[src/rtl/decode_pkg.sv]
// Shared decode definitions: RV32I opcodes, ALU operation classes, the packed
// micro-op layout and the decode-stage occupancy states.
package decode_pkg;

  localparam logic [6:0] OP_LOAD   = 7'b0000011;
  localparam logic [6:0] OP_IMM    = 7'b0010011;
  localparam logic [6:0] OP_AUIPC  = 7'b0010111;
  localparam logic [6:0] OP_STORE  = 7'b0100011;
  localparam logic [6:0] OP_R      = 7'b0110011;
  localparam logic [6:0] OP_LUI    = 7'b0110111;
  localparam logic [6:0] OP_BRANCH = 7'b1100011;
  localparam logic [6:0] OP_JALR   = 7'b1100111;
  localparam logic [6:0] OP_JAL    = 7'b1101111;

  typedef enum logic [2:0] {
    ALU_MEM     = 3'b000,
    ALU_R       = 3'b001,
    ALU_IMM     = 3'b010,
    ALU_BR      = 3'b011,
    ALU_UPPER   = 3'b100,
    ALU_JUMP    = 3'b101,
    ALU_ILLEGAL = 3'b111
  } alu_op_e;

  typedef struct packed {
    logic [31:0] pc;
    logic [4:0]  rs1;
    logic [4:0]  rs2;
    logic [4:0]  rd;
    logic [31:0] imm;
    logic        alu_src;
    alu_op_e     alu_op;
    logic        branch;
    logic [2:0]  br_type;
    logic        jump;
    logic        mem_read;
    logic        mem_write;
    logic [2:0]  mem_f3;
    logic        reg_write;
    logic        mem_to_reg;
    logic        illegal;
    logic        uses_pc;
    logic        pad;
  } uop_t;

  // Width is derived from the struct so port widths can never drift from it.
  localparam int UOP_W = $bits(uop_t);

  // Occupancy encoded as {skid valid, output register valid}.
  typedef enum logic [1:0] {
    ST_EMPTY = 2'b00,
    ST_FULL1 = 2'b01,
    ST_FULL2 = 2'b11
  } stage_state_e;

  // ORI, XORI and ANDI are the logic immediates that may be zero-extended.
  function automatic logic is_logic_f3(input logic [2:0] f3);
    return (f3 == 3'b100) || (f3 == 3'b110) || (f3 == 3'b111);
  endfunction

endpackage

[src/rtl/decode_lane.sv]
// Combinational RV32I decoder for one lane: instruction plus PC to micro-op.
// Absent lanes decode to an all-zero uop carrying the illegal/NOP ALU class.
module decode_lane
  import decode_pkg::*;
#(
  parameter bit ZEXT_LOGIC_IMM = 1'b1
) (
  input  logic        lane_valid,
  input  logic [31:0] inst,
  input  logic [31:0] pc,
  output uop_t        uop
);

  logic [6:0]  opcode;
  logic [2:0]  f3;
  logic [4:0]  rs1, rs2, rd;
  logic [31:0] imm_i, imm_s, imm_b, imm_u, imm_j;

  assign opcode = inst[6:0];
  assign f3     = inst[14:12];
  assign rs1    = inst[19:15];
  assign rs2    = inst[24:20];
  assign rd     = inst[11:7];

  assign imm_i = {{20{inst[31]}}, inst[31:20]};
  assign imm_s = {{20{inst[31]}}, inst[31:25], inst[11:7]};
  assign imm_b = {{19{inst[31]}}, inst[31], inst[7], inst[30:25], inst[11:8], 1'b0};
  assign imm_u = {inst[31:12], 12'b0};
  assign imm_j = {{11{inst[31]}}, inst[31], inst[19:12], inst[20], inst[30:21], 1'b0};

  always_comb begin
    // NOTE: every field gets a default before any branch so no path leaves
    // a bit unassigned, which would otherwise infer a latch.
    uop        = '0;
    uop.alu_op = ALU_ILLEGAL;
    if (lane_valid) begin
      uop.pc = pc;
      case (opcode)
        OP_R: begin
          uop.rs1       = rs1;
          uop.rs2       = rs2;
          uop.rd        = rd;
          uop.alu_op    = ALU_R;
          uop.reg_write = 1'b1;
        end
        OP_IMM: begin
          uop.rs1       = rs1;
          uop.rd        = rd;
          uop.imm       = (ZEXT_LOGIC_IMM && is_logic_f3(f3)) ? {20'b0, inst[31:20]} : imm_i;
          uop.alu_src   = 1'b1;
          uop.alu_op    = ALU_IMM;
          uop.reg_write = 1'b1;
        end
        OP_LOAD: begin
          uop.rs1        = rs1;
          uop.rd         = rd;
          uop.imm        = imm_i;
          uop.alu_src    = 1'b1;
          uop.alu_op     = ALU_MEM;
          uop.mem_read   = 1'b1;
          uop.mem_to_reg = 1'b1;
          uop.mem_f3     = f3;
          uop.reg_write  = 1'b1;
        end
        OP_STORE: begin
          uop.rs1       = rs1;
          uop.rs2       = rs2;
          uop.imm       = imm_s;
          uop.alu_src   = 1'b1;
          uop.alu_op    = ALU_MEM;
          uop.mem_write = 1'b1;
          uop.mem_f3    = f3;
        end
        OP_BRANCH: begin
          // funct3 010/011 are unassigned branch encodings.
          if (f3 == 3'b010 || f3 == 3'b011) begin
            uop.illegal = 1'b1;
          end else begin
            uop.rs1     = rs1;
            uop.rs2     = rs2;
            uop.imm     = imm_b;
            uop.alu_op  = ALU_BR;
            uop.branch  = 1'b1;
            uop.br_type = f3;
          end
        end
        OP_LUI: begin
          uop.rd        = rd;
          uop.imm       = imm_u;
          uop.alu_op    = ALU_UPPER;
          uop.reg_write = 1'b1;
        end
        OP_AUIPC: begin
          uop.rd        = rd;
          uop.imm       = imm_u;
          uop.alu_src   = 1'b1;
          uop.alu_op    = ALU_UPPER;
          uop.uses_pc   = 1'b1;
          uop.reg_write = 1'b1;
        end
        OP_JAL: begin
          uop.rd        = rd;
          uop.imm       = imm_j;
          uop.alu_op    = ALU_JUMP;
          uop.jump      = 1'b1;
          uop.uses_pc   = 1'b1;
          uop.reg_write = 1'b1;
        end
        OP_JALR: begin
          uop.rs1       = rs1;
          uop.rd        = rd;
          uop.imm       = imm_i;
          uop.alu_src   = 1'b1;
          uop.alu_op    = ALU_JUMP;
          uop.jump      = 1'b1;
          uop.reg_write = 1'b1;
        end
        default: uop.illegal = 1'b1;
      endcase
      // NOTE: blocking assignments in combinational logic, so this override
      // sees the rd value written above.
      if (uop.rd == 5'd0) uop.reg_write = 1'b0;
    end
  end

endmodule

[src/rtl/decode_stage.sv]
// Registered multi-lane decode stage: output register plus one skid entry of
// decoded uops, valid/ready on both sides, flush drops everything held.
module decode_stage
  import decode_pkg::*;
#(
  parameter int WIDTH          = 2,
  parameter bit ZEXT_LOGIC_IMM = 1'b1
) (
  input  logic                   clk,
  input  logic                   rst,
  input  logic                   flush,
  input  logic                   in_valid,
  output logic                   in_ready,
  input  logic [WIDTH*32-1:0]    in_inst,
  input  logic [WIDTH-1:0]       in_lane_mask,
  input  logic [31:0]            in_pc,
  output logic                   out_valid,
  input  logic                   out_ready,
  output logic [WIDTH-1:0]       out_lane_mask,
  output logic [WIDTH*UOP_W-1:0] out_uop
);

  stage_state_e           state_q, state_d;
  uop_t [WIDTH-1:0]       dec_uop;
  uop_t [WIDTH-1:0]       or_uop_q, or_uop_d;
  uop_t [WIDTH-1:0]       sk_uop_q, sk_uop_d;
  logic [WIDTH-1:0]       or_mask_q, or_mask_d;
  logic [WIDTH-1:0]       sk_mask_q, sk_mask_d;
  logic                   accept;
  logic                   drain;

  for (genvar i = 0; i < WIDTH; i++) begin : g_lane
    decode_lane #(
      .ZEXT_LOGIC_IMM(ZEXT_LOGIC_IMM)
    ) u_lane (
      .lane_valid(in_lane_mask[i]),
      .inst      (in_inst[32*i +: 32]),
      .pc        (in_pc + (32'(i) << 2)),
      .uop       (dec_uop[i])
    );
  end

  // in_ready is a decode of the state flop only; it never sees out_ready.
  assign in_ready      = (state_q != ST_FULL2);
  assign out_valid     = (state_q != ST_EMPTY);
  assign out_lane_mask = or_mask_q;
  assign out_uop       = or_uop_q;
  assign accept        = in_valid & in_ready;
  assign drain         = out_valid & out_ready;

  always_comb begin
    state_d   = state_q;
    or_uop_d  = or_uop_q;
    or_mask_d = or_mask_q;
    sk_uop_d  = sk_uop_q;
    sk_mask_d = sk_mask_q;
    if (flush) begin
      state_d = ST_EMPTY;
    end else begin
      case (state_q)
        ST_EMPTY: begin
          if (accept) begin
            or_uop_d  = dec_uop;
            or_mask_d = in_lane_mask;
            state_d   = ST_FULL1;
          end
        end
        ST_FULL1: begin
          if (accept && drain) begin
            or_uop_d  = dec_uop;
            or_mask_d = in_lane_mask;
          end else if (accept) begin
            sk_uop_d  = dec_uop;
            sk_mask_d = in_lane_mask;
            state_d   = ST_FULL2;
          end else if (drain) begin
            state_d = ST_EMPTY;
          end
        end
        ST_FULL2: begin
          if (drain) begin
            or_uop_d  = sk_uop_q;
            or_mask_d = sk_mask_q;
            state_d   = ST_FULL1;
          end
        end
        default: state_d = ST_EMPTY;
      endcase
    end
  end

  always_ff @(posedge clk or posedge rst) begin
    // NOTE: the data registers are reset too, because out_uop and
    // out_lane_mask must read zero straight out of reset.
    if (rst) begin
      state_q   <= ST_EMPTY;
      or_uop_q  <= '0;
      or_mask_q <= '0;
      sk_uop_q  <= '0;
      sk_mask_q <= '0;
    end else begin
      // NOTE: non-blocking so every flop samples pre-edge values.
      state_q   <= state_d;
      or_uop_q  <= or_uop_d;
      or_mask_q <= or_mask_d;
      sk_uop_q  <= sk_uop_d;
      sk_mask_q <= sk_mask_d;
    end
  end

endmodule

[config.mk]
export PLATFORM = sky130hd
export DESIGN_NAME = decode_stage
export DESIGN_NICKNAME = d
export VERILOG_FILES = /design/src/rtl/decode_pkg.sv /design/src/rtl/decode_lane.sv /design/src/rtl/decode_stage.sv
export SDC_FILE = /design/constraint.sdc
export NUM_CORES = 1
export LEC_CHECK = 0
export CAP_MARGIN = 20
export CORE_MARGIN = 2
export CORE_UTILIZATION = 55
export CTS_BUF_LIST = sky130_fd_sc_hd__clkbuf_4 sky130_fd_sc_hd__clkbuf_8 sky130_fd_sc_hd__clkbuf_16
export CTS_CLUSTER_SIZE = 16
export DETAILED_ROUTE_END_ITERATION = 8
export GPL_TIMING_DRIVEN = 0
export HOLD_SLACK_MARGIN = 0.02
export PLACE_DENSITY = 0.87
export REMOVE_ABC_BUFFERS = 1
export SLEW_MARGIN = 40
export SYNTH_ARGS = -nofsm -noshare
export SYNTH_HDL_FRONTEND = slang
export SYNTH_SLANG_ARGS = --single-unit
[constraint.sdc]
create_clock -name clk -period 35.7 [get_ports clk]
set_input_delay 5.355 -clock clk [delete_from_list [all_inputs] [get_ports clk]]
set_output_delay 5.355 -clock clk [all_outputs]
set_load 0.01 [all_outputs]
# Word-level counts from Yosys, hierarchy flattened
# Index checks and enable logic that the tools add are counted.
# totals
reg_bits,396
# op_classes
add_sub_neg,1
n_bitwise,4
muxes,59
n_eq_ne,38
n_reduce_logical,35
# ops
op,n
$mux W196,3
$pmux W196 S3,1
$pmux W32 S6,2
$mux W97,2
$mux W32,4
$eq A7 B6 Y1 const B,6
$eq A7 B7 Y1 const B,6
$pmux W5 S2,4
$pmux W3 S6,2
$add A32 B3 Y32 const B,1
$eq A7 B5 Y1 const B,4
$reduce_or A2 Y1,12
$mux W10,2
$mux W5,4
$reduce_or A5 Y1,4
$eq A3 B3 Y1 const B,6
$mux W2,9
$mux W1,16
$reduce_or A8 Y1,2
$eq A7 B2 Y1 const B,2
$mux W7,2
$reduce_or A7 Y1,2
$eq A3 B2 Y1 const B,4
$pmux W2 S3,2
18 further kinds,35

# Logic depth before layout (Yosys ltp)
# logic_depth
ltp_word,9
ltp_mapped,11

# By module
# A second synthesis with hierarchy kept.
# unflattened
hier_cells,1824
hier_area_um2,20195.6
# by_module_without_submodules
mod,area_each_um2,n_inst,cells_each
decode_stage,17815.8,1,1416
decode_lane,1189.9,2,204

# Worst setup path before layout
# OpenSTA, ideal clock, no wires.
# synth_timing
path_kind,input to register
from,in in_pc[2]
to,"reg or_uop_q, in the netlist out_uop[182]"
setup_ps,125
slack_ps,28745
path_stages,7
required_time_ps,35575
arrival_ps,6831
cell_sequence,ha_1 > nand3_1 > nor4_4 > nand4_1 > xor2_1 > o21ai_0 > mux2_2
# synth_via
elab_chain_cells,4
# synth_lines
item,line,rtl
start: declaration,decode_stage.sv:16,"input logic [31:0] in_pc,"
$add A32 B3 Y32 *,decode_stage.sv:38,".pc (in_pc + (32'(i) << 2)),"
$mux W97 *,decode_lane.sv:36,if (lane_valid) begin
"$mux W196, on equally long branches","decode_stage.sv:69, decode_stage.sv:62",
$pmux W196 S3 *,decode_stage.sv:60,case (state_q)
end signal: assignment,decode_stage.sv:104,or_uop_q <= or_uop_d;
end: declaration,decode_stage.sv:25,"uop_t [WIDTH-1:0] or_uop_q, or_uop_d;"
# Every way passes the cells marked *; elsewhere a longest branch is shown, timed or not. The select of a mux whose other input is x is not followed.
# A chain may end at the register's enable or synchronous reset.

# Worst setup path in the final report
# layout_timing
from,reg state_q[0]
to,out in_ready
# layout_via
elab_chain_cells,1
# layout_lines
item,line,rtl
start: declaration,decode_stage.sv:23,"stage_state_e state_q, state_d;"
start signal: assignment,decode_stage.sv:103,state_q <= state_d;
$ne A2 B2 Y1,decode_stage.sv:44,assign in_ready = (state_q != ST_FULL2);
end: declaration,decode_stage.sv:13,"output logic in_ready,"
# No other way between the ends.

==> flow_summary.html <==
<table>
<tr><th>Metric</th><th>Value</th></tr>
<tr><th colspan="2">Clock tree</th></tr>
<tr><td>Clock latency on the worst-skew pair</td><td>0.53 ns</td></tr>
<tr><td>Clock tree from TritonCTS</td><td>yes</td></tr>
<tr><td>Maximum buffer depth of the clock tree</td><td>3</td></tr>
<tr><td>CTS Buf Count</td><td>41</td></tr>
<tr><td>Clock tree root driver cell</td><td>sky130_fd_sc_hd__clkbuf_16</td></tr>
<tr><td>Number of cells upsized or downsized after cts</td><td>0</td></tr>
<tr><td>Total of hold buffers inserted after clock tree synthesis</td><td>0</td></tr>
<tr><td>Clock Sink Count</td><td>390</td></tr>
<tr><td>Clk slew on worst S/H paths</td><td>0.06 ns</td></tr>
<tr><td>Setup repair bufs after CTS</td><td>0</td></tr>
<tr><td>Max H-tree Level</td><td>2</td></tr>
<tr><th colspan="2">Routing</th></tr>
<tr><td>Number of vias in the routed layout</td><td>16371</td></tr>
<tr><td>Via/cell ratio</td><td>6.05</td></tr>
<tr><td>Drt first pass iters</td><td>6</td></tr>
<tr><td>Drt wl/cell</td><td>19.3 um</td></tr>
<tr><td>DRC violation total after the first TritonRoute iteration</td><td>1581</td></tr>
<tr><td>Aggregate routed wire length</td><td>52200 um</td></tr>
<tr><td>Final antenna-violating net count</td><td>0</td></tr>
<tr><td>DRC Markers</td><td>0</td></tr>
<tr><th colspan="2">Yosys</th></tr>
<tr><td>Most common flop cell mapped by yosys</td><td>sky130_fd_sc_hd__dfrtp_1</td></tr>
<tr><td>Count of flip-flops with a built-in enable after synthesis</td><td>0</td></tr>
<tr><td>Post-synth top cells</td><td>sky130_fd_sc_hd__nand2_1 (394), sky130_fd_sc_hd__dfrtp_1 (390), sky130_fd_sc_hd__o21ai_0 (224), sky130_fd_sc_hd__nor2_1 (215), sky130_fd_sc_hd__a21oi_1 (192)</td></tr>
<tr><td>Area share of the largest cell type after synthesis</td><td>54.0%</td></tr>
<tr><td>Yosys Warn Count</td><td>0</td></tr>
<tr><td>Synthesis-stage register bit count</td><td>390</td></tr>
<tr><td>Average size of a mapped cell</td><td>9.00 um2</td></tr>
<tr><td>Area of the mapped netlist</td><td>18100 um2</td></tr>
<tr><td>Post-synthesis cell type count</td><td>81</td></tr>
<tr><td>Cell types with the largest area share after synthesis</td><td>sky130_fd_sc_hd__dfrtp_1 (54%), sky130_fd_sc_hd__nand2_1 (8.2%), sky130_fd_sc_hd__o21ai_0 (6.2%)</td></tr>
<tr><td>Cell type contributing the most total cell area after synthesis</td><td>sky130_fd_sc_hd__dfrtp_1</td></tr>
<tr><td>Share of synthesized area occupied by flip-flops and latches</td><td>54.0%</td></tr>
<tr><td>Share of synthesized registers carrying an async set or reset</td><td>100%</td></tr>
<tr><td>Most frequent cell after synthesis</td><td>sky130_fd_sc_hd__nand2_1</td></tr>
<tr><td>Gate count after technology mapping</td><td>2009</td></tr>
<tr><th colspan="2">Floorplanning</th></tr>
<tr><td>Rows</td><td>66</td></tr>
<tr><td>Overall die area</td><td>34300 um2</td></tr>
<tr><td>Initial Util</td><td>55.7%</td></tr>
<tr><td>Floorplan Core Area</td><td>32500 um2</td></tr>
<tr><td>Die Y-Extent</td><td>185 um</td></tr>
<tr><td>Horiz. Die Dim</td><td>185 um</td></tr>
<tr><td>Io pins</td><td>303</td></tr>
<tr><th colspan="2">Timing</th></tr>
<tr><td>Highest attainable clock frequency</td><td>121 MHz</td></tr>
<tr><td>Final count of negative-setup-slack endpoints</td><td>0</td></tr>
<tr><td>Headroom to the max-slew limit</td><td>43.5%</td></tr>
<tr><td>Slew at the pin closest to its max-slew limit</td><td>0.844 ns</td></tr>
<tr><td>Post-layout minimum cycle time</td><td>8.24 ns</td></tr>
<tr><td>Max-slew violation count</td><td>0</td></tr>
<tr><td>Clock Skews</td><td>0.0155 ns</td></tr>
<tr><td>Number of hold violations in the final report</td><td>0</td></tr>
<tr><td>Ratio of final minimum period to clock period</td><td>23.1%</td></tr>
<tr><td>Setup TNS</td><td>0 ns</td></tr>
<tr><td>RSZ-0062 raised after global routing</td><td>false</td></tr>
<tr><th colspan="2">Finish</th></tr>
<tr><td>Total of fill cells in the finished design</td><td>2315</td></tr>
<tr><td>Total area of sequential cells</td><td>9760 um2</td></tr>
<tr><td>Area Overhead vs Synth</td><td>28.0%</td></tr>
<tr><td>Area of the multi-input gates</td><td>7680 um2</td></tr>
<tr><td>Fraction of layout instances using a drive strength above 1</td><td>6.97%</td></tr>
<tr><td>Final net count</td><td>2347</td></tr>
<tr><td>Utilization of the core after routing</td><td>71.3%</td></tr>
<tr><td>Antenna Cells</td><td>0</td></tr>
<tr><th colspan="2">Global route</th></tr>
<tr><td>Pin count of the biggest net entering global routing</td><td>83</td></tr>
<tr><td>Tot GR Track Use</td><td>30.2%</td></tr>
<tr><td>GRT Residual Overflow</td><td>0</td></tr>
<tr><td>Initial antenna violation count</td><td>0</td></tr>
<tr><td>Number of global-route vias before repair</td><td>15993</td></tr>
<tr><td>Wire length of the first global-routing pass</td><td>83400 um</td></tr>
<tr><th colspan="2">Worst setup path</th></tr>
<tr><td>Data required time at the worst endpoint</td><td>30.34 ns</td></tr>
<tr><td>Peak fanout along the critical path</td><td>55</td></tr>
<tr><td>Sort of element at the start of the critical path</td><td>flop</td></tr>
<tr><td>Flop2flop setup slack</td><td>32.19 ns</td></tr>
<tr><td>Worst R2R Start</td><td>state_q[0]$_DFFE_PP0P_</td></tr>
<tr><td>Worst setup path startpoint</td><td>state_q[0]$_DFFE_PP0P_</td></tr>
<tr><td>Arrival time of data at the critical path endpoint</td><td>2.88 ns</td></tr>
<tr><td>Worst setup EP type</td><td>output pin</td></tr>
<tr><td>WS Path Type</td><td>reg -&gt; out</td></tr>
<tr><th colspan="2">Job</th></tr>
<tr><td>Number of maximum-capacitance violations</td><td>0</td></tr>
<tr><th colspan="2">Min path</th></tr>
<tr><td>Launch point of the worst hold path</td><td>sk_uop_q[105]$_DFFE_PP0P_</td></tr>
<tr><td>Class of the tightest hold or removal check</td><td>reg -&gt; reg</td></tr>
<tr><th colspan="2">Placement</th></tr>
<tr><td>Port Buffers</td><td>300</td></tr>
<tr><td>Final HPWL from detailed placement</td><td>35100 um</td></tr>
<tr><td>GP Congestion</td><td>0.833</td></tr>
<tr><th colspan="2">Power</th></tr>
<tr><td>Ratio of total power to cell area</td><td>74.0 nW/um2</td></tr>
<tr><td>Leakage power figure</td><td>0.0100 uW</td></tr>
<tr><td>Max VDD drop</td><td>0.0000454 V</td></tr>
<tr><th colspan="2">Outcome</th></tr>
<tr><td>Status</td><td>finished, final reports clean</td></tr>
</table>
[cells by family after synthesis]
group	synth area share, %
flops	54.0
fa+ha+maj	0.346
other cells	0.0207
compound gates	20.8
xor+xnor	1.36
simple gates	18.7
mux	0.720
buf+inv	4.06
[power breakdown]
part / switching (uW) / leakage, uW / internal [uW] / total, uW
registers: 84.4 / 0.00507 / 584 / 668
clock network: 177 / 0.000720 / 283 / 461
logic: 295 / 0.00424 / 289 / 585
[final timing paths]
kind,endpoint,cells past startpoint
setup / recovery,in_ready,5
max in group asynchronous,out_uop[171]$_DFFE_PP0P_,5
hold reg to reg,sk_uop_q[105]$_DFFE_PP0P_,2
hold / removal,sk_uop_q[105]$_DFFE_PP0P_,2
setup reg to reg,out_uop[144]$_DFFE_PP0P_,8
min in group asynchronous,sk_uop_q[154]$_DFFE_PP0P_,2
[area by class of cell]
class,count,area share [%]
multi-input combinational,1453,33.2
tap,442,2.39
sequential,390,42.2
timing repair buffer,335,15.7
inverter,18,0.324
clock inverter,17,1.19
clock buffer,53,5.08
[per-layer routing]
| metal | part of all wire, % | global-route usage [%] | up-vias | wire length [um] |
|---|---|---|---|---|
| li1 | - | - | 7446 | - |
| met3 | 8.6 | 6.74 | 158 | 4480 |
| met1 | 39 | 39.1 | 7972 | 20600 |
| met2 | 48 | 49.0 | 795 | 24900 |
| met4 | 4.3 | 13.1 | 0 | 2230 |
| met5 | 0 | 0 | - | 0 |
[critical path, stage by stage, from the launching register on]
cell and delay [ns]:
sky130_fd_sc_hd__dfrtp_1 0.44, sky130_fd_sc_hd__ha_4 0.21, sky130_fd_sc_hd__buf_12 0.19, sky130_fd_sc_hd__buf_12 0.22, sky130_fd_sc_hd__inv_2 0.55, sky130_fd_sc_hd__clkdlybuf4s50_1 0.68
[placed cells by master (no fill, tap or decap), drive strengths merged, types with 19 or more instances in the layout]
cell type	Yosys	layout
nand3	59	59
a21oi	192	192
clkbuf	82	53
nor3	24	24
dfrtp	390	390
a221oi	32	32
clkdlybuf4s50	0	298
o21a	21	21
nand2	397	397
buf	67	37
o21ai	230	230
inv	17	19
nor2	215	215
o22ai	43	43
a22o	32	32
[registers in the layout, indices dropped and copies added (netlist names)]
name / flops
state_q: 2
out_uop: 192
sk_mask_q: 2
out_lane_mask: 2
sk_uop_q: 192
[stage by stage]
| stage | hold WS [ns] | worst slack (ns) | std cells | total power (uW) | area (um2) |
|---|---|---|---|---|---|
| floorplan | 0.439 | 19.50 | 1861 | 948 | 17400 |
| global placement | 0.453 | 14.74 | 2603 | 1260 | 21000 |
| detailed placement | 0.459 | 27.40 | 2638 | 1250 | 21700 |
| CTS | 0.472 | 27.48 | 2708 | 1720 | 23100 |
| global route | 0.494 | 27.39 | 2708 | 1800 | 23100 |
| finish | 0.470 | 27.46 | 2708 | 1710 | 23100 |
Power figures use the tool's default switching activity.
